===== src/rtl/id_ex_stage.sv =====
// id_ex_stage: ID/EX pipeline register of the 32-bit RISC-V core.
// It registers decoded operands and control and drives the ALU operands.
// It also raises a load-use hazard request that inserts one bubble.
// Optional feature macro: FORWARDING_EN.
//   Defined:   MEM->EX and WB->EX operand forwarding are enabled.
//   Undefined: no forwarding. Any RAW dependency on EX, MEM or WB raises
//              the hazard.
module id_ex_stage #(
    parameter int XLEN = 32
) (
    input  logic            clk,
    input  logic            rst_n,
    input  logic            stall,
    input  logic            flush,
    input  logic            in_valid,
    input  logic [XLEN-1:0] in_rs1_data,
    input  logic [XLEN-1:0] in_rs2_data,
    input  logic [XLEN-1:0] in_imm,
    input  logic [4:0]      in_rs1_addr,
    input  logic [4:0]      in_rs2_addr,
    input  logic [4:0]      in_rd_addr,
    input  logic            in_alu_src,
    input  logic [2:0]      in_alu_control,
    input  logic            in_reg_write,
    input  logic            in_mem_read,
    input  logic            in_mem_write,
    input  logic [4:0]      mem_rd_addr,
    input  logic [4:0]      wb_rd_addr,
    input  logic            mem_reg_write,
    input  logic            wb_reg_write,
    input  logic [XLEN-1:0] mem_result,
    input  logic [XLEN-1:0] wb_result,
    output logic [XLEN-1:0] alu_a,
    output logic [XLEN-1:0] alu_b,
    output logic [2:0]      alu_control,
    output logic            ex_valid,
    output logic            ex_reg_write,
    output logic            ex_mem_read,
    output logic            ex_mem_write,
    output logic [4:0]      ex_rd_addr,
    output logic [XLEN-1:0] ex_store_data,
    output logic            load_use_hazard
);

    // One packed record holds the whole stage, so a bubble is simply all zeros.
    typedef struct packed {
        logic            valid;
        logic            reg_write;
        logic            mem_read;
        logic            mem_write;
        logic            alu_src;
        logic [2:0]      alu_control;
        logic [4:0]      rd_addr;
        logic [4:0]      rs1_addr;
        logic [4:0]      rs2_addr;
        logic [XLEN-1:0] rs1_data;
        logic [XLEN-1:0] rs2_data;
        logic [XLEN-1:0] imm;
    } stage_t;

    stage_t          stage_q;
    stage_t          stage_d;
    logic [XLEN-1:0] fwd_rs1;
    logic [XLEN-1:0] fwd_rs2;
    logic            load_use_raw;

    // Build the capture value. An empty decode slot is gated to a bubble.
    always_comb begin
        stage_d = '0;
        if (in_valid) begin
            stage_d.valid       = 1'b1;
            stage_d.reg_write   = in_reg_write;
            stage_d.mem_read    = in_mem_read;
            stage_d.mem_write   = in_mem_write;
            stage_d.alu_src     = in_alu_src;
            stage_d.alu_control = in_alu_control;
            stage_d.rd_addr     = in_rd_addr;
            stage_d.rs1_addr    = in_rs1_addr;
            stage_d.rs2_addr    = in_rs2_addr;
            stage_d.rs1_data    = in_rs1_data;
            stage_d.rs2_data    = in_rs2_data;
            stage_d.imm         = in_imm;
        end
    end

    // Stage register. Priority: flush bubble, then stall hold, then hazard bubble, then capture.
    always_ff @(posedge clk or negedge rst_n) begin
        if (!rst_n) begin
            stage_q <= '0;
        end else if (flush) begin
            stage_q <= '0;
        end else if (stall) begin
            stage_q <= stage_q;
        end else if (load_use_hazard) begin
            stage_q <= '0;
        end else begin
            stage_q <= stage_d;
        end
    end

    // Classic load-use check against the instruction currently in EX.
    // It deliberately ignores whether rs2 is really used.
    assign load_use_raw = stage_q.valid && stage_q.mem_read && (stage_q.rd_addr != 5'd0) &&
                          in_valid &&
                          ((stage_q.rd_addr == in_rs1_addr) || (stage_q.rd_addr == in_rs2_addr));

`ifdef FORWARDING_EN
    // Operand forwarding. MEM wins over WB, and x0 is never forwarded.
    always_comb begin
        fwd_rs1 = stage_q.rs1_data;
        fwd_rs2 = stage_q.rs2_data;
        if (mem_reg_write && (mem_rd_addr != 5'd0) && (mem_rd_addr == stage_q.rs1_addr)) begin
            fwd_rs1 = mem_result;
        end else if (wb_reg_write && (wb_rd_addr != 5'd0) && (wb_rd_addr == stage_q.rs1_addr)) begin
            fwd_rs1 = wb_result;
        end
        if (mem_reg_write && (mem_rd_addr != 5'd0) && (mem_rd_addr == stage_q.rs2_addr)) begin
            fwd_rs2 = mem_result;
        end else if (wb_reg_write && (wb_rd_addr != 5'd0) && (wb_rd_addr == stage_q.rs2_addr)) begin
            fwd_rs2 = wb_result;
        end
    end

    assign load_use_hazard = load_use_raw;
`else
    logic raw_rs1;
    logic raw_rs2;
    logic unused_fwd;

    // Without forwarding, operands come straight from the stage register.
    always_comb begin
        fwd_rs1 = stage_q.rs1_data;
        fwd_rs2 = stage_q.rs2_data;
    end

    // Any pending write to a source register in EX, MEM or WB is a hazard.
    always_comb begin
        raw_rs1 = 1'b0;
        raw_rs2 = 1'b0;
        if (in_rs1_addr != 5'd0) begin
            raw_rs1 = (stage_q.valid && stage_q.reg_write && (stage_q.rd_addr == in_rs1_addr)) ||
                      (mem_reg_write && (mem_rd_addr == in_rs1_addr)) ||
                      (wb_reg_write && (wb_rd_addr == in_rs1_addr));
        end
        if (in_rs2_addr != 5'd0) begin
            raw_rs2 = (stage_q.valid && stage_q.reg_write && (stage_q.rd_addr == in_rs2_addr)) ||
                      (mem_reg_write && (mem_rd_addr == in_rs2_addr)) ||
                      (wb_reg_write && (wb_rd_addr == in_rs2_addr));
        end
    end

    assign load_use_hazard = load_use_raw || (in_valid && (raw_rs1 || raw_rs2));
    assign unused_fwd      = ^{mem_result, wb_result, stage_q.rs1_addr, stage_q.rs2_addr};
`endif

    assign alu_a         = fwd_rs1;
    assign ex_store_data = fwd_rs2;
    assign alu_b         = stage_q.alu_src ? stage_q.imm : fwd_rs2;
    assign alu_control   = stage_q.alu_control;
    assign ex_valid      = stage_q.valid;
    assign ex_reg_write  = stage_q.reg_write;
    assign ex_mem_read   = stage_q.mem_read;
    assign ex_mem_write  = stage_q.mem_write;
    assign ex_rd_addr    = stage_q.rd_addr;

endmodule


===== config.mk =====
export PLATFORM = sky130hd
export DESIGN_NAME = id_ex_stage
export DESIGN_NICKNAME = d
export VERILOG_FILES = /design/src/rtl/id_ex_stage.sv
export SDC_FILE = /design/constraint.sdc
export NUM_CORES = 1
export LEC_CHECK = 0
export ABC_CLOCK_PERIOD_IN_PS = 1800
export CAP_MARGIN = 20
export CORE_ASPECT_RATIO = 2
export CORE_MARGIN = 2
export CORE_UTILIZATION = 34
export DETAILED_ROUTE_END_ITERATION = 16
export GPL_ROUTABILITY_DRIVEN = 0
export GPL_TIMING_DRIVEN = 0
export PLACE_DENSITY = 0.81
export SLEW_MARGIN = 20
export SYNTH_ARGS = -nofsm -noshare
export SYNTH_HDL_FRONTEND = slang
export SYNTH_SLANG_ARGS = --single-unit

===== constraint.sdc =====
create_clock -name clk -period 1.8 [get_ports clk]
set_input_delay 0.27 -clock clk [delete_from_list [all_inputs] [get_ports clk]]
set_output_delay 0.27 -clock clk [all_outputs]
set_load 0.01 [all_outputs]

# Word level (Yosys, flattened, before mapping)
# Index checks and enable logic that the tools add are counted.
dict set report classes {
  mux 7
  reduce_logical 22
  eq_ne 7
}
# operator n
set ops {}
lappend ops {{$mux 119} 4}
lappend ops {{$mux 32} 1}
lappend ops {{$eq 5x5->1} 6}
lappend ops {{$reduce_bool 5->1} 3}
lappend ops {{$logic_and 1x1->1} 12}
lappend ops {{$logic_or 1x1->1} 7}
lappend ops {{$mux 1} 2}
lappend ops {{$ne 2x1->1 const B} 1}
dict set report totals {
  output_inout_bits 109
  reg_bits 109
  elab_cells 46
  inputBits 199
}

# Longest topological paths before layout
dict set report logic_depth {
  depth_word 11
  ltp_mapped 9
  ltp_nobuf 6
}

# Worst setup path before layout
# No wires, ideal clock.
dict set report synth_timing {
  path_type {reg-to-reg}
  from {register stage_q, in the netlist ex_rd_addr[0]}
  to {register stage_q, in the netlist ex_store_data[14]}
  path_slack_ps -211
  required_ps 1679
  path_stages_with_launch 10
  synth_period_minus_slack_ps 2011
  t_arrival_ps 1890
  path_cell_list {dfrtp_1 nor2b_1 a2111oi_1 nand4_1 a2bb2oi_1 nor4_1 buf_2 buf_6 buf_6 a22o_1}
}
dict set report synth_between {
  elab_chain_cells 11
}
# element line
set synth_lines {}
lappend synth_lines {{start: declaration} 61} ;# stage_t stage_q;
lappend synth_lines {{start signal: assignment} 93} ;# stage_q <= stage_q;
lappend synth_lines {{start signal: assignment} 97} ;# stage_q <= stage_d;
lappend synth_lines {{$eq 5x5->1 (on tied branches)} {105, 141, 146}}
lappend synth_lines {{$logic_and 1x1->1 (on tied branches)} {141, 146}}
lappend synth_lines {{$logic_or 1x1->1 (on tied branches)} {141, 146}}
lappend synth_lines {{$logic_or 1x1->1 (on tied branches)} {142, 147}}
lappend synth_lines {{$mux 1 (on tied branches)} {140, 145}}
lappend synth_lines {{$logic_or 1x1->1} 152} ;# assign load_use_hazard = load_use_raw || (in_valid && (raw_rs1 || raw_rs2));
lappend synth_lines {{$logic_and 1x1->1} 152}
lappend synth_lines {{$logic_or 1x1->1 (*)} 152}
lappend synth_lines {{$mux 119 (*)} 94} ;# end else if (load_use_hazard) begin
lappend synth_lines {{$mux 119 (*)} 92} ;# end else if (stall) begin
lappend synth_lines {{$mux 119 (*)} 90} ;# end else if (flush) begin
# Mark *: on every way between the ends. The rest lies on a longest branch, timed or not. The select of a mux whose other input is x is not followed.
# A chain may end at the register's enable or synchronous reset.

# Worst setup path in the final report
dict set report layout_timing {
  from {input in_rs2_addr[2]}
  to {output load_use_hazard}
}
dict set report layout_between {
  elab_chain_cells 8
}
# element line
set layout_lines {}
lappend layout_lines {{start: declaration} 20} ;# input logic [4:0] in_rs2_addr,
lappend layout_lines {{$eq 5x5->1 (on tied branches)} {105, 146, 147}}
lappend layout_lines {{$logic_and 1x1->1 (on tied branches)} {146, 147}}
lappend layout_lines {{$logic_or 1x1->1} 146} ;# raw_rs2 = (stage_q.valid && stage_q.reg_write && (stage_q.rd_addr == in_rs2_addr)) ||
lappend layout_lines {{$logic_or 1x1->1} 147} ;# (mem_reg_write && (mem_rd_addr == in_rs2_addr)) ||
lappend layout_lines {{$mux 1} 145} ;# if (in_rs2_addr != 5'd0) begin
lappend layout_lines {{$logic_or 1x1->1} 152}
lappend layout_lines {{$logic_and 1x1->1} 152}
lappend layout_lines {{$logic_or 1x1->1 (*)} 152}
lappend layout_lines {{end: declaration} 42} ;# output logic load_use_hazard
# Mark *: on every way between the ends. The rest lies on a longest branch, timed or not.

==> results_dict.tcl <==
set metrics [dict create \
    dr_total_vias 4492 \
    violations "setup timing" \
    yosys.area_share.simple_pct 3.21 \
    cts.sinks 109 \
    cts_buffer_depth 2 \
    worstPathRequired_ns 1.53 \
    utilization_pct 60.2 \
    crit_type "in2out" \
    p_comb_share_pct 20.2 \
    synth_fa_ha_area_share_pct 0 \
    cp_slowest_cell "nor4_1" \
    ys.flop_type "dfrtp_1" \
    synthXorXnorAreaFrac_pct 4.40 \
    hold_path.class "in2async" \
    portBuffers 243 \
    synth_top_family_by_area "compound AO/OA/AOI/OAI gates" \
    finalCritPeriodShare_pct 125 \
    ys_ff_latch 109 \
    synthCells 415 \
    postLayoutSetupSlackWorst_ns -0.455 \
    synth_edf_count 0 \
    core_area_sq_mm 0.0149 \
    final_layout_size_suffix_gt1_share_pct 32.5 \
    die_x_microns 91.2 \
    die_area_sq_mm 0.0163 \
    grt_pass1_wl_microns 26200 \
    syn-mean-instance-area_sq_um 12.5 \
    synth_top_area_share_pct 52.7 \
    rsz0062_at_grt "true" \
    final_cells 905 \
    swShare_pct 25.0 \
    power_frac_clock_pct 36.8 \
    finalWirelength_microns 17800 \
    ioPinCount 308 \
    cts_htree_levels 3 \
    synth_compound_area_share_pct 19.7 \
    numCtsBuffers 9 \
    yosys-mux-area-fraction_pct 6.96 \
    slew_viol_final 0 \
    status "finished, violations left" \
    yosysTopAreaCell "dfrtp_1" \
    grt_pass1_vias 4865 \
    yosys-top-cells-area "dfrtp_1 (53%), a22o_1 (18%), buf_4 (10%), mux2_2 (7.0%), xor2_1 (3.2%)" \
    fillers 1124 \
    yosysSeqAreaShare_pct 52.7 \
    max_stage_delay_ns 0.49 \
    skew_ns 0.0142 \
    crit_arrival_ns 1.98 \
    cts.clk_slew.worst_paths_ns 0.08 \
    grt_antenna_before_repair 0 \
    grt_usage_pct 20.7 \
    drtIter0Drc 176 \
    p_int_mw 4.59 \
    viasPerCell 4.96 \
    synth.top_cells.by_count "dfrtp_1 (109), a22o_1 (108), buf_4 (72)" \
    row_count 63 \
    synth-async-reset-ratio_pct 100 \
    tightest_slew_ns 0.497 \
    maxCapViolCount 0 \
    p_per_area_mw_per_mm2 682 \
    hold_violations 0 \
    cp-end-kind "primary output" \
    post_drt_wl_per_cell_microns 19.6 \
    final-setup-viol-count 120 \
    die_y_microns 178 \
    power_mw 6.12 \
    ys_warn_count 0 \
    worstSetupStartpointType "primary input" \
    grt_max_degree 67 \
    place_inst 854 \
    relSlewSlack_pct 66.6 \
    seq_area_sq_mm 0.00273 \
    p_sw_mw 1.53 \
    remaining_drc_errors 0 \
    multi_input_area_sq_mm 0.00192 \
    syn_nets 614 \
    cts_root_buf "clkbuf_16" \
    worstPathMaxFanout 4 \
    area_delta_synth_final_pct 73.2 \
    seqPwrFrac_pct 43.0 \
    antenna_cells 0 \
    dp_hpwl_microns 12400 \
    worstSkewPairLatency_ns 0.34 \
    power.leakage_nw 4.17 \
    cp_cell_sequence "clkdlybuf4s15_1, xor2_1, nor4_1, nand3_1, a21oi_2, o31a_1, buf_6" \
    finalCriticalPeriod_ns 2.25 \
    ir_drop_mv 0.571 \
    synth_cell_types 29 \
    overflow 0 \
    dr.pass1.iters 4 \
    fmaxAchievable_mhz 443 \
    detail-route-antenna-nets 0 \
    syn_area_sq_mm 0.00518 \
    cts_tree "yes" \
    nNetsFinal 904 \
    yosysMostFrequentCell "dfrtp_1" \
    initial_core_util_pct 34.7 \
]
worst paths after layout:
kind | start | endpoint | slack, ns | cells after the start
max in group asynchronous | rst_n | stage_q[114]$_DFFE_PN0P_ | 0.68 | 3
min in group clk | alu_a[17]$_DFFE_PN0P_ | alu_a[17]$_DFFE_PN0P_ | 0.50 | 1
hold / removal | rst_n | ex_store_data[9]$_DFFE_PN0P_ | 0.41 | 2
setup reg to reg | ex_rd_addr[0]$_DFFE_PN0P_ | ex_store_data[25]$_DFFE_PN0P_ | -0.38 | 10
setup / recovery | in_rs2_addr[2] | load_use_hazard | -0.45 | 7
hold reg to reg | alu_a[17]$_DFFE_PN0P_ | alu_a[17]$_DFFE_PN0P_ | 0.50 | 1
cells in the final DEF, fill, tap and decap left out, types with 3 or more instances in the layout:
| master | synthesis | final |
|---|---|---|
| clkdlybuf4s50_1 | 0 | 188 |
| a22o_1 | 108 | 108 |
| dfrtp_1 | 109 | 104 |
| buf_4 | 72 | 87 |
| mux2_2 | 32 | 23 |
| buf_6 | 2 | 21 |
| xor2_1 | 19 | 19 |
| clkbuf_16 | 0 | 16 |
| buf_8 | 0 | 13 |
| dlygate4sd2_1 | 0 | 13 |
| buf_2 | 10 | 13 |
| clkbuf_2 | 0 | 11 |
| clkbuf_1 | 16 | 11 |
| mux2_4 | 0 | 9 |
| xnor2_1 | 7 | 7 |
| dfrtp_2 | 0 | 5 |
| nand3_1 | 4 | 4 |
| bufbuf_16 | 0 | 4 |
| buf_12 | 0 | 4 |
| nand2b_1 | 3 | 3 |
| nand2_1 | 3 | 3 |
routing by layer:
metal | up-vias | track usage, % | wire [microns]
met5 | - | 0 | 0
met4 | 0 | 7.58 | 604
met3 | 44 | 3.59 | 828
met2 | 199 | 38.7 | 9890
met1 | 2212 | 23.3 | 6450
li1 | 2037 | - | -
critical path: cells and delay by family:
family,cells,cell delay [ns]
AOI/OAI and AO/OA,2,0.43
buffers and inverters,2,0.39
and+or+nand+nor,2,0.69
xor gates and xnor gates,1,0.21
registers in the layout, summed over array words and instances, names as in the netlist:
signal and cells:
stage_q 33, alu_a 32, ex_store_data 32, ex_rd_addr 5
alu_control 3, ex_mem_read 1, ex_mem_write 1, ex_reg_write 1
ex_valid 1
power groups by stage:
stage / combinational [mW] / sequential [mW] / clock (mW)
after CTS: 1.17 / 2.63 / 2.31
after floorplan: 0.424 / 2.65 / 0
final: 1.24 / 2.63 / 2.25
after global routing: 1.32 / 2.64 / 2.41
after global placement: 1.05 / 2.67 / 0
after detailed placement: 1.09 / 2.67 / 0
stage by stage:
step | hold slack [ns] | worst slack, ns | instance area [sq um] | setup TNS, ns
floorplan | -0.0256 | -0.107 | 5190 | -7.09
global placement | 0.478 | -3.44 | 7860 | -497.67
detailed placement | 0.228 | -1.09 | 7890 | -131.54
CTS | 0.420 | -0.363 | 8650 | -32.04
global route | 0.435 | -0.459 | 8970 | -45.73
finish | 0.406 | -0.455 | 8970 | -43.53
area by class of cell:
class | instances | share of cell area (%)
timing repair buffer | 281 | 32.5
clock inverter | 7 | 1.30
sequential | 109 | 30.5
clock buffer | 9 | 2.51
tap | 195 | 2.72
inverter | 1 | 0.0419
multi-input combinational | 205 | 21.5
buffer | 98 | 8.96
cells by family (layout without fill, tap and decap cells):
logic type / Yosys count / after routing
AOI/OAI and AO/OA: 117 / 117
DFF: 109 / 109
buffers and inverters: 101 / 396
muxes: 32 / 32
and+or+nand+nor: 30 / 30
xor gates and xnor gates: 26 / 26
what timing repair did:
action / CTS / global route
cloned: 5 / 6
pin swaps: 11 / 56
setup endpoints to repair: 142 / 133
gates resized for setup: 197 / 58
endpoints found under the hold margin: 43 / 0
buffers inserted: 14 / 13
hold buffers: 1 / 0
Note: power is estimated with default switching activity, not from simulation.
